--- config.mk ---
export PLATFORM = sky130hd
export DESIGN_NAME = interrupt_controller
export DESIGN_NICKNAME = d
export VERILOG_FILES = /design/src/rtl/intc_pkg.sv /design/src/rtl/irq_sync_edge.sv /design/src/rtl/interrupt_controller.sv
export SDC_FILE = /design/constraint.sdc
export NUM_CORES = 1
export LEC_CHECK = 0
export CAP_MARGIN = 20
export CORE_MARGIN = 1
export CORE_UTILIZATION = 49
export CTS_CLUSTER_DIAMETER = 40
export DETAILED_ROUTE_END_ITERATION = 7
export GPL_TIMING_DRIVEN = 0
export MAX_ROUTING_LAYER = met4
export PLACE_DENSITY = 0.8
export SLEW_MARGIN = 0
export SYNTH_ARGS = -nofsm -noshare
export SYNTH_HDL_FRONTEND = slang
export SYNTH_SLANG_ARGS = --single-unit
export TNS_END_PERCENT = 10
--- constraint.sdc ---
create_clock -name clk -period 4.4 [get_ports clk]
set_clock_uncertainty 0.2 [all_clocks]
set_input_delay 0.44 -clock clk [delete_from_list [all_inputs] [get_ports clk]]
set_output_delay 0.44 -clock clk [all_outputs]
set_load 0.01 [all_outputs]
--- src/rtl/intc_pkg.sv ---
// Shared types and helpers for the prioritising, nesting interrupt controller.
package intc_pkg;

  localparam int unsigned INTC_NUM_SRC = 8;
  localparam int unsigned INTC_ID_W    = 3;

  typedef enum logic {
    IDLE = 1'b0,
    REQ  = 1'b1
  } state_t;

  // Index of the highest set bit; 0 when the vector is empty (callers gate with |v).
  function automatic logic [INTC_ID_W-1:0] hi_idx(input logic [INTC_NUM_SRC-1:0] v);
    hi_idx = '0;
    for (int unsigned i = 0; i < INTC_NUM_SRC; i++) begin
      if (v[i]) hi_idx = INTC_ID_W'(i);
    end
  endfunction

endpackage

--- src/rtl/irq_sync_edge.sv ---
// Per-source synchroniser with a history flop that exposes the synchronised
// level and a one-cycle rising-edge pulse.
module irq_sync_edge #(
  parameter int unsigned SYNC_STAGES = 2
) (
  input  logic clk,
  input  logic clr,
  input  logic raw,
  output logic sync_level,
  output logic rise_c
);

  logic [SYNC_STAGES-1:0] sync_q;
  logic                   hist;

  always_ff @(posedge clk or posedge clr) begin
    if (clr) begin
      sync_q <= '0;
      hist   <= 1'b0;
    end else begin
      sync_q <= {sync_q[SYNC_STAGES-2:0], raw};
      hist   <= sync_q[SYNC_STAGES-1];
    end
  end

  assign sync_level = sync_q[SYNC_STAGES-1];
  assign rise_c     = sync_q[SYNC_STAGES-1] & ~hist;

endmodule

--- src/rtl/interrupt_controller.sv ---
// Prioritising, nesting interrupt controller feeding the CP0 hardware_interrupt
// input: one presented source at a time, nested in-service tracking across eret.
module interrupt_controller
  import intc_pkg::*;
#(
  parameter int unsigned          NUM_SRC     = INTC_NUM_SRC,
  parameter logic [NUM_SRC-1:0]   LEVEL_MASK  = '0,
  parameter int unsigned          SYNC_STAGES = 2
) (
  input  logic                 clk,
  input  logic                 clr,
  input  logic [NUM_SRC-1:0]   irq_raw,
  input  logic                 mask_wr_en,
  input  logic [NUM_SRC-1:0]   mask_wr_data,
  input  logic                 irq_ack,
  input  logic                 eret,
  output logic [NUM_SRC-1:0]   hardware_interrupt,
  output logic [INTC_ID_W-1:0] irq_id,
  output logic [NUM_SRC-1:0]   pending,
  output logic [NUM_SRC-1:0]   in_service,
  output logic [NUM_SRC-1:0]   irq_mask,
  output logic                 proto_err
);

  state_t                 state, state_next;
  logic [NUM_SRC-1:0]     sync_level, rise;
  logic [NUM_SRC-1:0]     above, elig, ack_vec, eret_vec, hw_next;
  logic [INTC_ID_W-1:0]   hi_is, win_id, id_next;
  logic                   win_valid, ack_ok, eret_ok;

  for (genvar g = 0; g < NUM_SRC; g++) begin : g_src
    irq_sync_edge #(.SYNC_STAGES(SYNC_STAGES)) u_sync (
      .clk       (clk),
      .clr       (clr),
      .raw       (irq_raw[g]),
      .sync_level(sync_level[g]),
      .rise_c    (rise[g])
    );
  end

  // Only sources strictly above the innermost in-service level may compete.
  always_comb begin
    hi_is = hi_idx(INTC_NUM_SRC'(in_service));
    above = '0;
    for (int unsigned i = 0; i < NUM_SRC; i++) begin
      above[i] = (in_service == '0) || (INTC_ID_W'(i) > hi_is);
    end
    elig      = pending & irq_mask & above;
    win_valid = |elig;
    win_id    = hi_idx(INTC_NUM_SRC'(elig));
  end

  assign ack_ok   = (state == REQ) && irq_ack;
  assign eret_ok  = eret && (in_service != '0);
  assign ack_vec  = ack_ok  ? (NUM_SRC'(1) << irq_id) : '0;
  assign eret_vec = eret_ok ? (NUM_SRC'(1) << hi_is)  : '0;

  always_ff @(posedge clk or posedge clr) begin
    if (clr) state <= IDLE;
    else     state <= state_next;
  end

  always_comb begin
    state_next = state;
    case (state)
      IDLE: if (win_valid && !eret_ok) state_next = REQ;
      REQ:  if (irq_ack || !win_valid) state_next = IDLE;
      default: state_next = IDLE;
    endcase
  end

  // Presenting state always carries the current winner, so a newcomer replaces in one cycle.
  always_comb begin
    hw_next = '0;
    id_next = '0;
    if (state_next == REQ) begin
      hw_next = NUM_SRC'(1) << win_id;
      id_next = win_id;
    end
  end

  always_ff @(posedge clk or posedge clr) begin
    if (clr) begin
      hardware_interrupt <= '0;
      irq_id             <= '0;
      pending            <= '0;
      in_service         <= '0;
      irq_mask           <= '0;
      proto_err          <= 1'b0;
    end else begin
      hardware_interrupt <= hw_next;
      irq_id             <= id_next;
      if (mask_wr_en) irq_mask <= mask_wr_data;
      // A fresh edge wins over the ack clear of the same source.
      pending    <= (LEVEL_MASK & sync_level) | (~LEVEL_MASK & ((pending & ~ack_vec) | rise));
      in_service <= (in_service & ~eret_vec) | ack_vec;
      proto_err  <= proto_err | (irq_ack && (state == IDLE)) | (eret && (in_service == '0));
    end
  end

endmodule

=== After elaboration in Yosys (flattened, before gate mapping) ===
Index checks and enable logic that the tools add are counted.

* Bits in registers: 61
* Bits in latches: 0
* Memory bits (writable): 0
* Memory bits (read-only): 0
* Bits of input ports: 21
* Output and inout bits: 36
* Logic and storage cells: 101
* Memories kept: 0

* Add/subtract/negate cells: 0
* $mul: 0
* Divide/modulo/power cells: 0
* $lt $le $gt $ge: 8
* Equality and inequality tests: 0
* Shift-type cells: 3
* Muxes and demuxes: 21
* Bitwise operators: 27
* Reductions and logical operators: 19

{| class="wikitable"
|+ Operator list
! kind !! number
|-
| 3-bit 2-to-1 mux || 11
|-
| 8-bit AND || 4
|-
| 8-bit 2-to-1 mux || 3
|-
| 1-bit by 3-bit left shift with 8-bit output, first input constant || 3
|-
| 8-bit NOT || 2
|-
| 8-bit bitwise OR || 2
|-
| 3-bit > comparator, first input constant || 4
|-
| 1-bit logical OR || 9
|-
| 1-bit NOT || 9
|-
| 1-bit AND || 8
|-
| 8-bit logical NOT || 1
|-
| 8-bit nonzero test || 1
|-
| 8-bit OR reduction || 1
|-
| 1-bit by 3-bit > comparator with 1-bit output, first input constant || 2
|-
| 2-bit by 3-bit > comparator with 1-bit output, first input constant || 2
|-
| 1-bit logical AND || 5
|-
| 1-bit 2-to-1 mux || 4
|-
| 2-bit 2-to-1 mux || 2
|-
| 1-bit logical NOT || 2
|-
| 1-bit bitwise OR || 2
|-
| 1-bit case mux with 2 select lines || 1
|}

=== Longest topological paths before layout ===
* Depth after elaboration: 19
* Mapped depth: 7
* Gate-level depth less buffers: 5

=== Hierarchy ===
From an unflattened synthesis, not the netlist that was laid out.

* Cell total of the unflattened synthesis: 197
* Area, all modules: 2462.4 sq um

{| class="wikitable"
|+ By module, submodules not included
! module !! instances !! cells each !! area each (sq um) !! sequential area each (sq um)
|-
| interrupt_controller || 1 || 157 || 1721.7 || 925.9
|-
| irq_sync_edge || 8 || 5 || 92.6 || 75.1
|}

=== Least setup slack after synthesis ===
No wires, ideal clock.

* Path type: register -> register
* From: reg in_service[7]
* To: reg hardware_interrupt[5]
* Library setup time: 69 ps
* Arrival: 2086 ps
* Data required time: 4131 ps
* Slack: 2046 ps
* Stages on the path, launching flop included: 8
* Path buffers: 2
* Period minus slack after synthesis: 2354 ps
* Cell sequence: dfrtp_1 -> clkbuf_1 -> or4_1 -> buf_2 -> o41ai_4 -> o21ai_2 -> or3_4 -> nor2b_2

* Longest elaborated chain between the ends: 13
* Elaborated cells between the ends (all ways): 38
* Those cells by class: 8 x order compare; 1 x shift; 12 x mux; 1 x bitwise; 16 x reduce/logical

{| class="wikitable"
|+ RTL lines
! item !! RTL line !! source
|-
| from (decl) || interrupt_controller.sv:20 || <nowiki>output logic [NUM_SRC-1:0] in_service,</nowiki>
|-
| from (signal assigned) || interrupt_controller.sv:96 || <nowiki>in_service <= (in_service & ~eret_vec) | ack_vec;</nowiki>
|-
| 3-bit 2-to-1 mux || intc_pkg.sv:16 || <nowiki>if (v[i]) hi_idx = INTC_ID_W'(i);</nowiki>
|-
| 1-bit by 3-bit > comparator with 1-bit output || interrupt_controller.sv:46 || <nowiki>above[i] = (in_service == '0) || (INTC_ID_W'(i) > hi_is);</nowiki>
|-
| 1-bit logical OR || interrupt_controller.sv:46 ||
|-
| 8-bit AND || interrupt_controller.sv:48 || <nowiki>elig = pending & irq_mask & above;</nowiki>
|-
| 1-bit 2-to-1 mux || intc_pkg.sv:16 ||
|-
| 3-bit 2-to-1 mux (6 in series) || intc_pkg.sv:16 ||
|-
| 1-bit by 3-bit left shift with 8-bit output || interrupt_controller.sv:77 || <nowiki>hw_next = NUM_SRC'(1) << win_id;</nowiki>
|-
| 8-bit 2-to-1 mux (*) || interrupt_controller.sv:76 || <nowiki>if (state_next == REQ) begin</nowiki>
|-
| net hw_next[5] || interrupt_controller.sv:27 || <nowiki>logic [NUM_SRC-1:0] above, elig, ack_vec, eret_vec, hw_next;</nowiki>
|-
| to (signal assigned) || interrupt_controller.sv:91 || <nowiki>hardware_interrupt <= hw_next;</nowiki>
|-
| to (decl) || interrupt_controller.sv:17 || <nowiki>output logic [NUM_SRC-1:0] hardware_interrupt,</nowiki>
|}

Mark *: on every way through the listed nets, which the timed path passes. The rest lies on a longest branch.
A chain may end at the register's enable or synchronous reset.

=== Final worst setup path ===
* From: reg in_service[7]
* To: reg hardware_interrupt[6]

Same word-level chain as after synthesis.

==> qor.yml <==
cells_and_area:
  mostFrequentLayoutCell: "dfrtp_1"
  fillers: 317
  area_growth_pct: 38.2
  stdcell_count: 311
  layout_common_cells: "dfrtp_1 (61), clkdlybuf4s50_1 (55), nand2_1 (33), o21ai_0 (17), nor2_1 (15)"
  finalNetCount: 276
  diodes: 0
  final_layout_size_suffix_gt1_share_pct: 12.0
  utilization_pct: 70.6
sta:
  finalWorstSetupSlack_ps: 1700
  hold_violations: 0
  period_share_pct: 61.4
  setup_tns_ps: 0
  rsz0062_at_grt: "false"
  fin_crit_ps: 2700
  slew_viol_final: 0
  fmax_mhz: 370
  tightest_slew_ps: 586
  setup-violations-final: 0
  slew_headroom_pct: 61.0
detailed_routing:
  num_vias: 1571
  drcViolationCount: 0
  routed_wl_mm: 4.42
  viasPerCell: 5.05
  ant_nets: 0
  wire_per_inst_um: 14.2
  first_iter_violations: 78
  dr.pass1.iters: 4
power_and_ir_drop:
  p_leak_nw: 1.41
  power.density_nw_per_um2: 640
  worst_ir_drop_vdd_uv: 339
die:
  die_w_um: 69.4
  rows: 24
  placeableCoreArea_um2: 4350
  initial_core_util_pct: 51.1
  die_area_um2: 4810
  die_h_um: 69.4
  io-pin-count: 57
critical_path:
  crit_path_max_fanout: 9
  r2r_start: "in_service[7]$_DFF_PP0_"
  critPathKind: "flop to flop"
  critPathRequiredTime_ps: 4420
  critPathCaptureType: "flop"
  cp.arrival_ps: 2720
  start_kind: "flop"
  crit_start: "in_service[7]$_DFF_PP0_"
clocking:
  cts-resized-gates: 0
  cts_num_sinks: 61
  clockRootBuffer: "clkbuf_8"
  clock_path_buffers: 2
  postCtsSetupRepairBufs: 0
  cts_max_level: 3
  cts_tree: "yes"
  numCtsBuffers: 9
  worst_skew_pair.late_latency_ps: 330
  clk_pin_slew_ps: 60
  hold_buffers: 0
grt:
  use_met3_pct: 4.65
  grt_most_used_layer: "met2"
  antenna_found_initial: 0
  grt_util_met2_pct: 31.2
  use_met1_pct: 27.6
  grt_max_degree: 39
  grt_use_total_pct: 21.4
  grt_pass1_wl_mm: 7.49
  grt_pass1_vias: 1636
  grt_overflow: 0
yosys:
  ys_warn_count: 0
  ys_ff_latch: 61
  netlist_area_um2: 2220
  synth_cells: 188
  syn_area_per_cell_um2: 11.8
  ys_seq_area_share_pct: 68.6
  yosysUniqueCellTypes: 30
  synthesis.nets: 209
outcome:
  status: "finished clean"
placement:
  dp.cells: 296
  pre_cts_ws_ps: 1740
  routabilityCongestion: 0.865
  dp_hpwl_mm: 3.30
  io_buffers: 55
hold_path:
  hold_path.class: "flop to flop"
  hp-start: "g_src[4].u_sync.sync_q[0]$_DFF_PP0_"
job:
  cap_violations: 0
[where the power goes]
part | total [mW] | switching, mW | internal (mW) | leakage, nW
clock network | 0.531 | 0.201 | 0.330 | 0.105
logic | 0.673 | 0.348 | 0.325 | 0.588
registers | 0.763 | 0.0954 | 0.667 | 0.720
total | 1.97 | 0.644 | 1.32 | 1.41
[through the flow]
stage / cell area, um2 / total power [mW] / hold slack, ps
final: 3070 / 1.97 / 150
after global routing: 3070 / 2.09 / 158
after CTS: 3070 / 1.98 / 153
after detailed placement: 2860 / 1.44 / 136
after global placement: 2840 / 1.43 / 132
after floorplan: 2220 / 1.14 / 131
[metal layers]
metal | wire length (um) | up-vias
li1 | - | 766
met1 | 2040 | 742
met2 | 2060 | 51
met3 | 231 | 12
met4 | 78 | 0
met5 | 0 | -
[worst paths after layout]
check,endpoint,slack (ps),cells past startpoint
worst min register to register,g_src[4].u_sync.sync_q[1]$_DFF_PP0_,150,0
max in group asynchronous,g_src[0].u_sync.sync_q[0]$_DFF_PP0_,3180,3
worst max register to register,hardware_interrupt[6]$_DFF_PP0_,1700,7
min in group asynchronous,g_src[6].u_sync.sync_q[1]$_DFF_PP0_,260,2
worst max-delay path,hardware_interrupt[6]$_DFF_PP0_,1700,7
worst min-delay path,g_src[4].u_sync.sync_q[1]$_DFF_PP0_,150,0
[final cells by class]
class | instances | area [um2] | area share, %
Buffer | 3 | 12.5 | 0.407
Tap cell | 52 | 65.1 | 2.12
Timing Repair Buffer | 56 | 571 | 18.6
Multi-Input combinational cell | 113 | 644 | 21.0
Inverter | 11 | 41.3 | 1.34
Sequential cell | 61 | 1530 | 49.7
Clock buffer | 11 | 141 | 4.60
Clock inverter | 4 | 72.6 | 2.36
[worst max-delay path, stage by stage, from the launching register on]
cell      delay, ps
dfrtp_1         380
clkbuf_1        190
or4_1           420
buf_2           170
nor3_1          280
nor4b_1         470
o22ai_1         240
and3_1          240
[flip-flops by register name, summed over array words and instances, names as in the netlist]
signal               count
pending                  8
g_src.u_sync.hist        8
g_src.u_sync.sync_q     16
state                    1
hardware_interrupt       8
proto_err                1
irq_id                   3
in_service               8
irq_mask                 8
[cell usage after synthesis]
| library cell | n | area share, % |
|---|---|---|
| clkbuf_1 | 2 | 0.34 |
| dfrtp_1 | 61 | 69 |
| nand2_1 | 33 | 5.6 |
| nand2b_1 | 1 | 0.28 |
| buf_2 | 1 | 0.22 |
| nor4b_1 | 2 | 0.79 |
| nor4_1 | 1 | 0.28 |
| o2111ai_1 | 1 | 0.39 |
| o21ai_0 | 17 | 3.8 |
| o41ai_4 | 1 | 1.2 |
| or3_1 | 3 | 0.84 |
| or4_1 | 1 | 0.34 |
| o21a_1 | 1 | 0.34 |
| and3_1 | 2 | 0.56 |
| mux2_2 | 8 | 4.0 |
| nand3_1 | 4 | 0.90 |
| o22ai_1 | 1 | 0.28 |
| and4_1 | 1 | 0.39 |
| or2_2 | 2 | 0.56 |
| nor2b_2 | 1 | 0.39 |
| nor2_1 | 15 | 2.5 |
| a211oi_1 | 3 | 1.0 |
| o21ai_2 | 1 | 0.39 |
| inv_1 | 11 | 1.9 |
| a221oi_1 | 1 | 0.39 |
| a21oi_1 | 4 | 0.90 |
| nand3b_1 | 2 | 0.67 |
| or3_4 | 1 | 0.51 |
| nor3_1 | 3 | 0.67 |
| nor2b_1 | 3 | 0.84 |
[cells by family (layout without fill, tap and decap cells)]
logic type	Yosys count	after routing	synth area share, %
compound gates	30	30	8.77
buf+inv	14	85	2.42
simple gates	75	75	16.1
mux	8	8	4.05
flops	61	61	68.6
(Power assumes the default switching activity.)
